## src/rtl/riscv_pkg.sv

```systemverilog
// rtl/riscv_pkg.sv - shared widths, writeback-select enum and branch funct3 codes
package riscv_pkg;

  localparam int XLEN   = 64;
  localparam int REG_AW = 5;

  typedef enum logic [1:0] {
    RES_ALU = 2'b00,
    RES_MEM = 2'b01,
    RES_PC4 = 2'b10
  } result_src_e;

  localparam logic [2:0] F3_BEQ = 3'b000;
  localparam logic [2:0] F3_BNE = 3'b001;

endpackage

```

## src/rtl/branch_resolve.sv

```systemverilog
// rtl/branch_resolve.sv - combinational branch condition, redirect target and misalignment detect
import riscv_pkg::*;

module branch_resolve (
  input  logic            valid,
  input  logic            branch,
  input  logic            jump,
  input  logic            jalr,
  input  logic            zero,
  input  logic [2:0]      funct3,
  input  logic [XLEN-1:0] pc,
  input  logic [XLEN-1:0] imm,
  input  logic [XLEN-1:1] alu_hi,
  output logic [XLEN-1:0] target,
  output logic            take,
  output logic            mis
);

  logic cond;

  // Branch condition from funct3; unsupported compares simply fall through as not taken
  always_comb begin
    cond = 1'b0;
    case (funct3)
      F3_BEQ:  cond = zero;
      F3_BNE:  cond = !zero;
      default: cond = 1'b0;
    endcase
  end

  // JALR clears bit 0 of the ALU sum; everything else is PC-relative and wraps naturally
  always_comb begin
    target = jalr ? {alu_hi, 1'b0} : pc + imm;
    take   = valid & (jump | (branch & cond));
    mis    = take & (target[1:0] != 2'b00);
  end

endmodule

```

## src/rtl/ex_mem_stage.sv

```systemverilog
// rtl/ex_mem_stage.sv - EX back end and EX/MEM register; EX_PERF_CNT_EN enables branch perf counters
import riscv_pkg::*;

module ex_mem_stage (
  input  logic              clk,
  input  logic              rst,
  input  logic              StallM,
  input  logic              ValidE,
  input  logic [XLEN-1:0]   ALUResultE,
  input  logic              ZeroE,
  input  logic [XLEN-1:0]   PCE,
  input  logic [XLEN-1:0]   ImmExtE,
  input  logic [XLEN-1:0]   PCPlus4E,
  input  logic [XLEN-1:0]   WriteDataE,
  input  logic [REG_AW-1:0] RdE,
  input  logic              RegWriteE,
  input  logic              MemWriteE,
  input  logic              BranchE,
  input  logic              JumpE,
  input  logic              JalrE,
  input  logic [1:0]        ResultSrcE,
  input  logic [2:0]        Funct3E,
  output logic              PCSrcE,
  output logic [XLEN-1:0]   PCTargetE,
  output logic              ValidM,
  output logic              RegWriteM,
  output logic              MemWriteM,
  output logic              TrapM,
  output logic [XLEN-1:0]   ALUResultM,
  output logic [XLEN-1:0]   WriteDataM,
  output logic [XLEN-1:0]   PCPlus4M,
  output logic [REG_AW-1:0] RdM,
  output logic [1:0]        ResultSrcM,
  output logic [63:0]       BrTotalCnt,
  output logic [63:0]       BrTakenCnt
);

  logic take, mis, advance;

  logic              valid_q, valid_d;
  logic              reg_write_q, reg_write_d;
  logic              mem_write_q, mem_write_d;
  logic              trap_q, trap_d;
  logic [XLEN-1:0]   alu_result_q, alu_result_d;
  logic [XLEN-1:0]   write_data_q, write_data_d;
  logic [XLEN-1:0]   pc_plus4_q, pc_plus4_d;
  logic [REG_AW-1:0] rd_q, rd_d;
  result_src_e       result_src_q, result_src_d;

  branch_resolve u_branch_resolve (
    .valid  (ValidE),
    .branch (BranchE),
    .jump   (JumpE),
    .jalr   (JalrE),
    .zero   (ZeroE),
    .funct3 (Funct3E),
    .pc     (PCE),
    .imm    (ImmExtE),
    .alu_hi (ALUResultE[XLEN-1:1]),
    .target (PCTargetE),
    .take   (take),
    .mis    (mis)
  );

  // Redirect only in the advancing cycle so a stalled instruction redirects exactly once
  always_comb begin
    advance = !rst & !StallM;
    PCSrcE  = advance & take & !mis;
  end

  // Next EX/MEM contents: hold on stall, otherwise capture with misaligned jumps squashing writeback
  always_comb begin
    valid_d      = valid_q;
    reg_write_d  = reg_write_q;
    mem_write_d  = mem_write_q;
    trap_d       = trap_q;
    alu_result_d = alu_result_q;
    write_data_d = write_data_q;
    pc_plus4_d   = pc_plus4_q;
    rd_d         = rd_q;
    result_src_d = result_src_q;
    if (!StallM) begin
      valid_d      = ValidE;
      reg_write_d  = ValidE & RegWriteE & !mis;
      mem_write_d  = ValidE & MemWriteE;
      trap_d       = mis;
      alu_result_d = ALUResultE;
      write_data_d = WriteDataE;
      pc_plus4_d   = PCPlus4E;
      rd_d         = RdE;
      result_src_d = result_src_e'(ResultSrcE);
    end
  end

  // EX/MEM register; reset takes priority over stall
  always_ff @(posedge clk) begin
    if (rst) begin
      valid_q      <= 1'b0;
      reg_write_q  <= 1'b0;
      mem_write_q  <= 1'b0;
      trap_q       <= 1'b0;
      alu_result_q <= '0;
      write_data_q <= '0;
      pc_plus4_q   <= '0;
      rd_q         <= '0;
      result_src_q <= RES_ALU;
    end else begin
      valid_q      <= valid_d;
      reg_write_q  <= reg_write_d;
      mem_write_q  <= mem_write_d;
      trap_q       <= trap_d;
      alu_result_q <= alu_result_d;
      write_data_q <= write_data_d;
      pc_plus4_q   <= pc_plus4_d;
      rd_q         <= rd_d;
      result_src_q <= result_src_d;
    end
  end

  assign ValidM     = valid_q;
  assign RegWriteM  = reg_write_q;
  assign MemWriteM  = mem_write_q;
  assign TrapM      = trap_q;
  assign ALUResultM = alu_result_q;
  assign WriteDataM = write_data_q;
  assign PCPlus4M   = pc_plus4_q;
  assign RdM        = rd_q;
  assign ResultSrcM = result_src_q;

`ifdef EX_PERF_CNT_EN
  logic [63:0] br_total_q, br_total_d;
  logic [63:0] br_taken_q, br_taken_d;

  // Count advancing control-flow instructions and the redirects they produce
  always_comb begin
    br_total_d = br_total_q;
    br_taken_d = br_taken_q;
    if (advance & ValidE & (BranchE | JumpE)) br_total_d = br_total_q + 64'd1;
    if (PCSrcE) br_taken_d = br_taken_q + 64'd1;
  end

  // Perf counter state
  always_ff @(posedge clk) begin
    if (rst) begin
      br_total_q <= '0;
      br_taken_q <= '0;
    end else begin
      br_total_q <= br_total_d;
      br_taken_q <= br_taken_d;
    end
  end

  assign BrTotalCnt = br_total_q;
  assign BrTakenCnt = br_taken_q;
`else
  assign BrTotalCnt = 64'd0;
  assign BrTakenCnt = 64'd0;
`endif

endmodule

```

## config.mk

```make
export PLATFORM = sky130hd
export DESIGN_NAME = ex_mem_stage
export DESIGN_NICKNAME = d
export VERILOG_FILES = /design/src/rtl/riscv_pkg.sv /design/src/rtl/branch_resolve.sv /design/src/rtl/ex_mem_stage.sv
export SDC_FILE = /design/constraint.sdc
export NUM_CORES = 1
export LEC_CHECK = 0
export CORE_AREA = 8 8 284 286
export CTS_CLUSTER_SIZE = 25
export DETAILED_ROUTE_END_ITERATION = 12
export DIE_AREA = 0 0 292 294
export GPL_ROUTABILITY_DRIVEN = 0
export GPL_TIMING_DRIVEN = 0
export SLEW_MARGIN = 10
export SYNTH_ARGS = -nofsm -noshare
export SYNTH_HDL_FRONTEND = slang
export SYNTH_HIERARCHICAL = 1
export SYNTH_SLANG_ARGS = --single-unit
export TNS_END_PERCENT = 50
```

## constraint.sdc

```tcl
create_clock -name clk -period 5.1 [get_ports clk]
set_clock_uncertainty 0.2 [all_clocks]
set_input_delay 1.02 -clock clk [delete_from_list [all_inputs] [get_ports clk]]
set_output_delay 1.02 -clock clk [all_outputs]
set_load 0.05 [all_outputs]
```

* Yosys cells after proc, flatten, opt, wreduce, memory -nomap -nowiden *
Cells that the tools add are included.
W data, S select, Z words.

word-level totals
  register bits after elaboration = 203
  input port bits = 340
  output and inout bits = 396
  logic and storage cells = 29

cells by class
  $add $sub $neg = 1
  equality and inequality tests = 1
  multiplexer cells = 2
  bitwise operators = 10
  reduce and logical (&&, ||, !) cells = 6

operators by type and width
  cell                  number
  $add A64 B64 Y64      1
  $mux W64              1
  $and A1 B1 Y1         9
  $logic_not A1 Y1      4
  $eq A3 B1 Y1 const B  1
  $logic_not A3 Y1      1
  $pmux W1 S2           1
  $reduce_bool A2 Y1    1
  $or A1 B1 Y1          1

* Longest topological paths before layout *
  depth in word-level cells = 8
  gate-level depth with buffers = 11
  depth with buffers taken out = 11

* Hierarchy *
Netlist, hierarchy kept.

by module, submodules not included
  module          instances  cells each  area an instance (µm²)  sequential area each (µm²)
  ex_mem_stage    1          787         8210.4                  4063.9
  branch_resolve  1          784         4938.5                  0.0

* Least setup slack after synthesis *
OpenSTA, ideal clock, no wires.

  kind = input port to output port
  start point = input port PCE[0]
  end point = output port PCTargetE[54]
  arrival time = 4306 ps
  data required time = 3880 ps
  path slack = -426 ps
  stages on the path = 11
  path buffers = 0
  cell sequence = ha_1 inv_1 fa_1 nor2b_1 o2111ai_1 a21o_1 a211o_1 a2111oi_4 o32a_2 a211oi_1 o31ai_1

between the ends
  longest elaborated chain between the ends = 2

RTL lines
  item                RTL line              source
  start: declaration  ex_mem_stage.sv:11    input logic [XLEN-1:0] PCE,
  $add A64 B64 Y64    branch_resolve.sv:33  target = jalr ? {alu_hi, 1'b0} : pc + imm;
  $mux W64            branch_resolve.sv:33
  end: declaration    ex_mem_stage.sv:24    output logic [XLEN-1:0] PCTargetE,

Every way passes these cells.

* Worst setup path in the final report *
  start point = input port ImmExtE[0]
  end point = output port PCTargetE[54]

between the ends
  longest elaborated chain between the ends = 2

RTL lines
  item                RTL line              source
  start: declaration  ex_mem_stage.sv:12    input logic [XLEN-1:0] ImmExtE,
  $add A64 B64 Y64    branch_resolve.sv:33
  $mux W64            branch_resolve.sv:33

Every way passes these cells.

==> results.py <==
metrics = {
    "status": {
        "status": "complete, but fails checks",
        "violations": "negative setup slack",
    },
    "floorplan": {
        "initial_core_util": 0.172,
        "dieArea_um2": 85800,
        "die_height_um": 294,
        "design.core.area_um2": 76400,
        "row_count": 102,
        "die_w_um": 292,
        "io_pins": 736,
    },
    "setup_path": {
        "worst_ep_required_time_ns": 3.88,
        "r2r_slack_ns": 4.16,
        "timing.rr.start": "ALUResultM[31]$_SDFFE_PP0N_",
        "start_kind": "input port",
        "arrival_ns": 3.97,
        "r2r-end": "ALUResultM[31]$_SDFFE_PP0N_",
        "cp-end-kind": "output pin",
        "critPathMaxFanout": 5,
        "rr_worst_depth": 2,
        "criticalPathCategory": "in2out",
    },
    "global_route": {
        "grt_pass1_wl_um": 106000,
        "grt_use_total": 0.166,
        "use_met2": 0.303,
        "grt_pass1_vias": 14510,
        "top_usage_layer": "met2",
        "antenna_found_initial": 9,
        "grt_max_degree": 15,
        "met1_usage": 0.187,
        "grt_overflow": 0,
        "grtUsageMet3": 0.0515,
    },
    "yosys": {
        "syn_area_um2": 13100,
        "yosysSeqAreaShare": 0.309,
        "ys_async_sr_fraction": 0,
        "synth_warnings": 6,
        "synth_cell_types": 81,
        "yosysTopAreaCell": "dfxtp_1",
        "postSynthCellCount": 1571,
        "synth_top_flop_cell": "dfxtp_1",
        "synth-edff-count": 0,
        "yosys-top-cells-area": "dfxtp_1, mux2i_1, buf_4",
        "netlist.area_leader.share": 0.309,
        "synth_seq_cells": 203,
        "syn_avg_cell_area_um2": 8.37,
    },
    "routing": {
        "drtAntennaViolNets": 0,
        "drt_iter0_drc": 598,
        "firstDrtPassIters": 5,
        "wl_um": 76500,
        "drc": 0,
        "viasPerCell": 4.24,
        "vias": 14501,
        "wire_per_inst_um": 22.4,
    },
    "job": {
        "drv_cap": 0,
    },
    "min_path": {
        "hold_path.class": "reg2reg",
        "min_to": "MemWriteM$_SDFFE_PP0N_",
        "whs_path_depth": 2,
        "min_from": "MemWriteM$_SDFFE_PP0N_",
    },
    "timing": {
        "drv_slew": 0,
        "max_freq_mhz": 193,
        "layout_min_cycle_time_ns": 5.19,
        "worst_slack_ns": -0.0901,
        "setup_violations": 4,
        "finalCritPeriodShare": 1.02,
        "whs_ns": 0.265,
        "hold_viol": 0,
        "rsz0062_at_grt": "yes",
        "relSlewSlack": 0.362,
        "setup_tns_ns": -0.138,
        "tightest_slew_ns": 0.954,
    },
    "clock_network": {
        "cts_tree": "built",
        "clockRootBuffer": "clkbuf_16",
        "cts_made_buffers": 27,
        "cts.sinks": 203,
        "clock_latency_ns": 0.58,
        "cts_buffer_depth": 3,
        "clk_pin_slew_ns": 0.05,
        "hold_buffers": 0,
        "h-tree-depth": 1,
    },
    "finish": {
        "area_growth_pct": 80.7,
        "instances_no_fill": 3419,
        "fin_nets": 2810,
        "design_area_um2": 23800,
        "drive_gt1_frac": 0.228,
        "final_util": 0.311,
        "nFillCells": 8201,
    },
    "power": {
        "ir_drop_mv": 0.221,
        "p_per_area_nw_per_um2": 273,
        "leakage_nw": 10.2,
        "fin_total_pwr_mw": 6.48,
    },
    "placed_design": {
        "portBuffers": 604,
        "dpl.hpwl_um": 63300,
        "placed_cells": 3290,
        "dp_slack_ns": -1.85,
        "place_area_um2": 20900,
    },
}
==> metal layers <==
metal | vias up | routed length [um]
met5 | - | 25
met4 | 4 | 1820
met3 | 88 | 6210
met2 | 623 | 38500
met1 | 6846 | 29900
li1 | 6940 | -
==> cell usage after synthesis, types with 27 or more instances <==
| cell type | count |
|---|---|
| nor2_1 | 244 |
| dfxtp_1 | 203 |
| mux2i_1 | 202 |
| buf_4 | 136 |
| nand2_1 | 125 |
| a21oi_1 | 91 |
| o21ai_0 | 84 |
| ha_1 | 63 |
| clkbuf_1 | 55 |
| a21o_1 | 28 |
| nand4_1 | 27 |
| xnor2_1 | 27 |
==> power breakdown <==
group / internal [mW] / leakage (nW) / total [mW] / switching, mW
combinational: 1.07 / 8.10 / 2.80 / 1.73
sequential: 1.68 / 1.68 / 1.73 / 0.0501
clock: 1.12 / 0.443 / 1.95 / 0.833
==> how the worst max path moves through the flow <==
stage | start | endpoint | slack, ns | cells after the start
floorplan | PCE[0] | PCTargetE[26] | -0.20 | 11
global placement | PCE[0] | PCTargetE[62] | -1.80 | 13
detailed placement | ImmExtE[0] | PCTargetE[62] | -1.85 | 13
CTS | ImmExtE[0] | PCTargetE[54] | -0.14 | 14
global route | ImmExtE[0] | PCTargetE[54] | -0.14 | 14
finish | ImmExtE[0] | PCTargetE[54] | -0.09 | 14
==> placed cells by master (no fill, tap or decap), drive strengths merged, types with 5 or more instances in the layout <==
master	Yosys	layout
inv	20	24
xor2	20	20
dlygate4sd2	0	56
clkinv	1	11
dfxtp	203	203
nor2	245	245
nand2b	5	5
and2	6	6
clkdlybuf4s50	0	480
or3	7	7
o21a	5	5
o211ai	9	9
a311oi	5	5
ha	63	63
and3	8	8
clkdlybuf4s15	0	11
a21oi	91	91
o31ai	9	9
or2	5	5
nand3	17	17
nor4	5	5
dlymetal6s2s	0	9
a31oi	10	10
conb	1	128
nor2b	7	7
mux2i	202	202
nand2	125	125
clkbuf	57	72
o21ai	92	92
a211oi	10	10
xnor2	27	27
nand4	27	27
buf	168	309
and4	6	6
o21bai	14	14
a21o	28	28
nor3	17	17
==> state kept, by name, summed over array words and instances (netlist names) <==
| register | count |
|---|---|
| ALUResultM | 64 |
| MemWriteM | 1 |
| PCPlus4M | 64 |
| RdM | 5 |
| RegWriteM | 1 |
| ResultSrcM | 2 |
| TrapM | 1 |
| ValidM | 1 |
| WriteDataM | 64 |
==> what timing repair did <==
item,in CTS,in global routing
resized for setup,570,88
pin swaps,90,52
setup buffers,80,21
setup endpoints to repair,64,42
==> area by class of cell <==
class / count / area [um^2] / area share
multi-input combinational: 1249 / 9240 / 0.389
inverter: 21 / 80.1 / 0.00337
timing repair buffer: 705 / 6740 / 0.284
sequential: 203 / 4060 / 0.171
tap: 988 / 1240 / 0.0520
clock buffer: 33 / 718 / 0.0302
buffer: 199 / 1500 / 0.0630
clock inverter: 17 / 171 / 0.00721
antenna: 4 / 10.0 / 0.000421
==> critical path, cell delays in order <==
cell,delay [ns]
buf_8,0.07
ha_4,0.16
inv_2,0.05
fa_2,0.39
nor2b_4,0.15
o2111ai_4,0.17
a21o_4,0.27
a211o_4,0.40
a2111oi_4,0.31
buf_6,0.18
o32a_4,0.18
a211oi_2,0.09
o31ai_4,0.30
buf_6,0.22
==> cell families after synthesis <==
kind of cell,synth area share
AND/OR/NAND/NOR,0.163
AO/OA/AOI/OAI,0.153
buffers and inverters,0.126
multiplexers,0.156
flip-flops,0.309
adder cells (fa/ha/maj),0.0615
XOR/XNOR,0.0313
other,0.000285
Power figures use the tool's default switching activity.
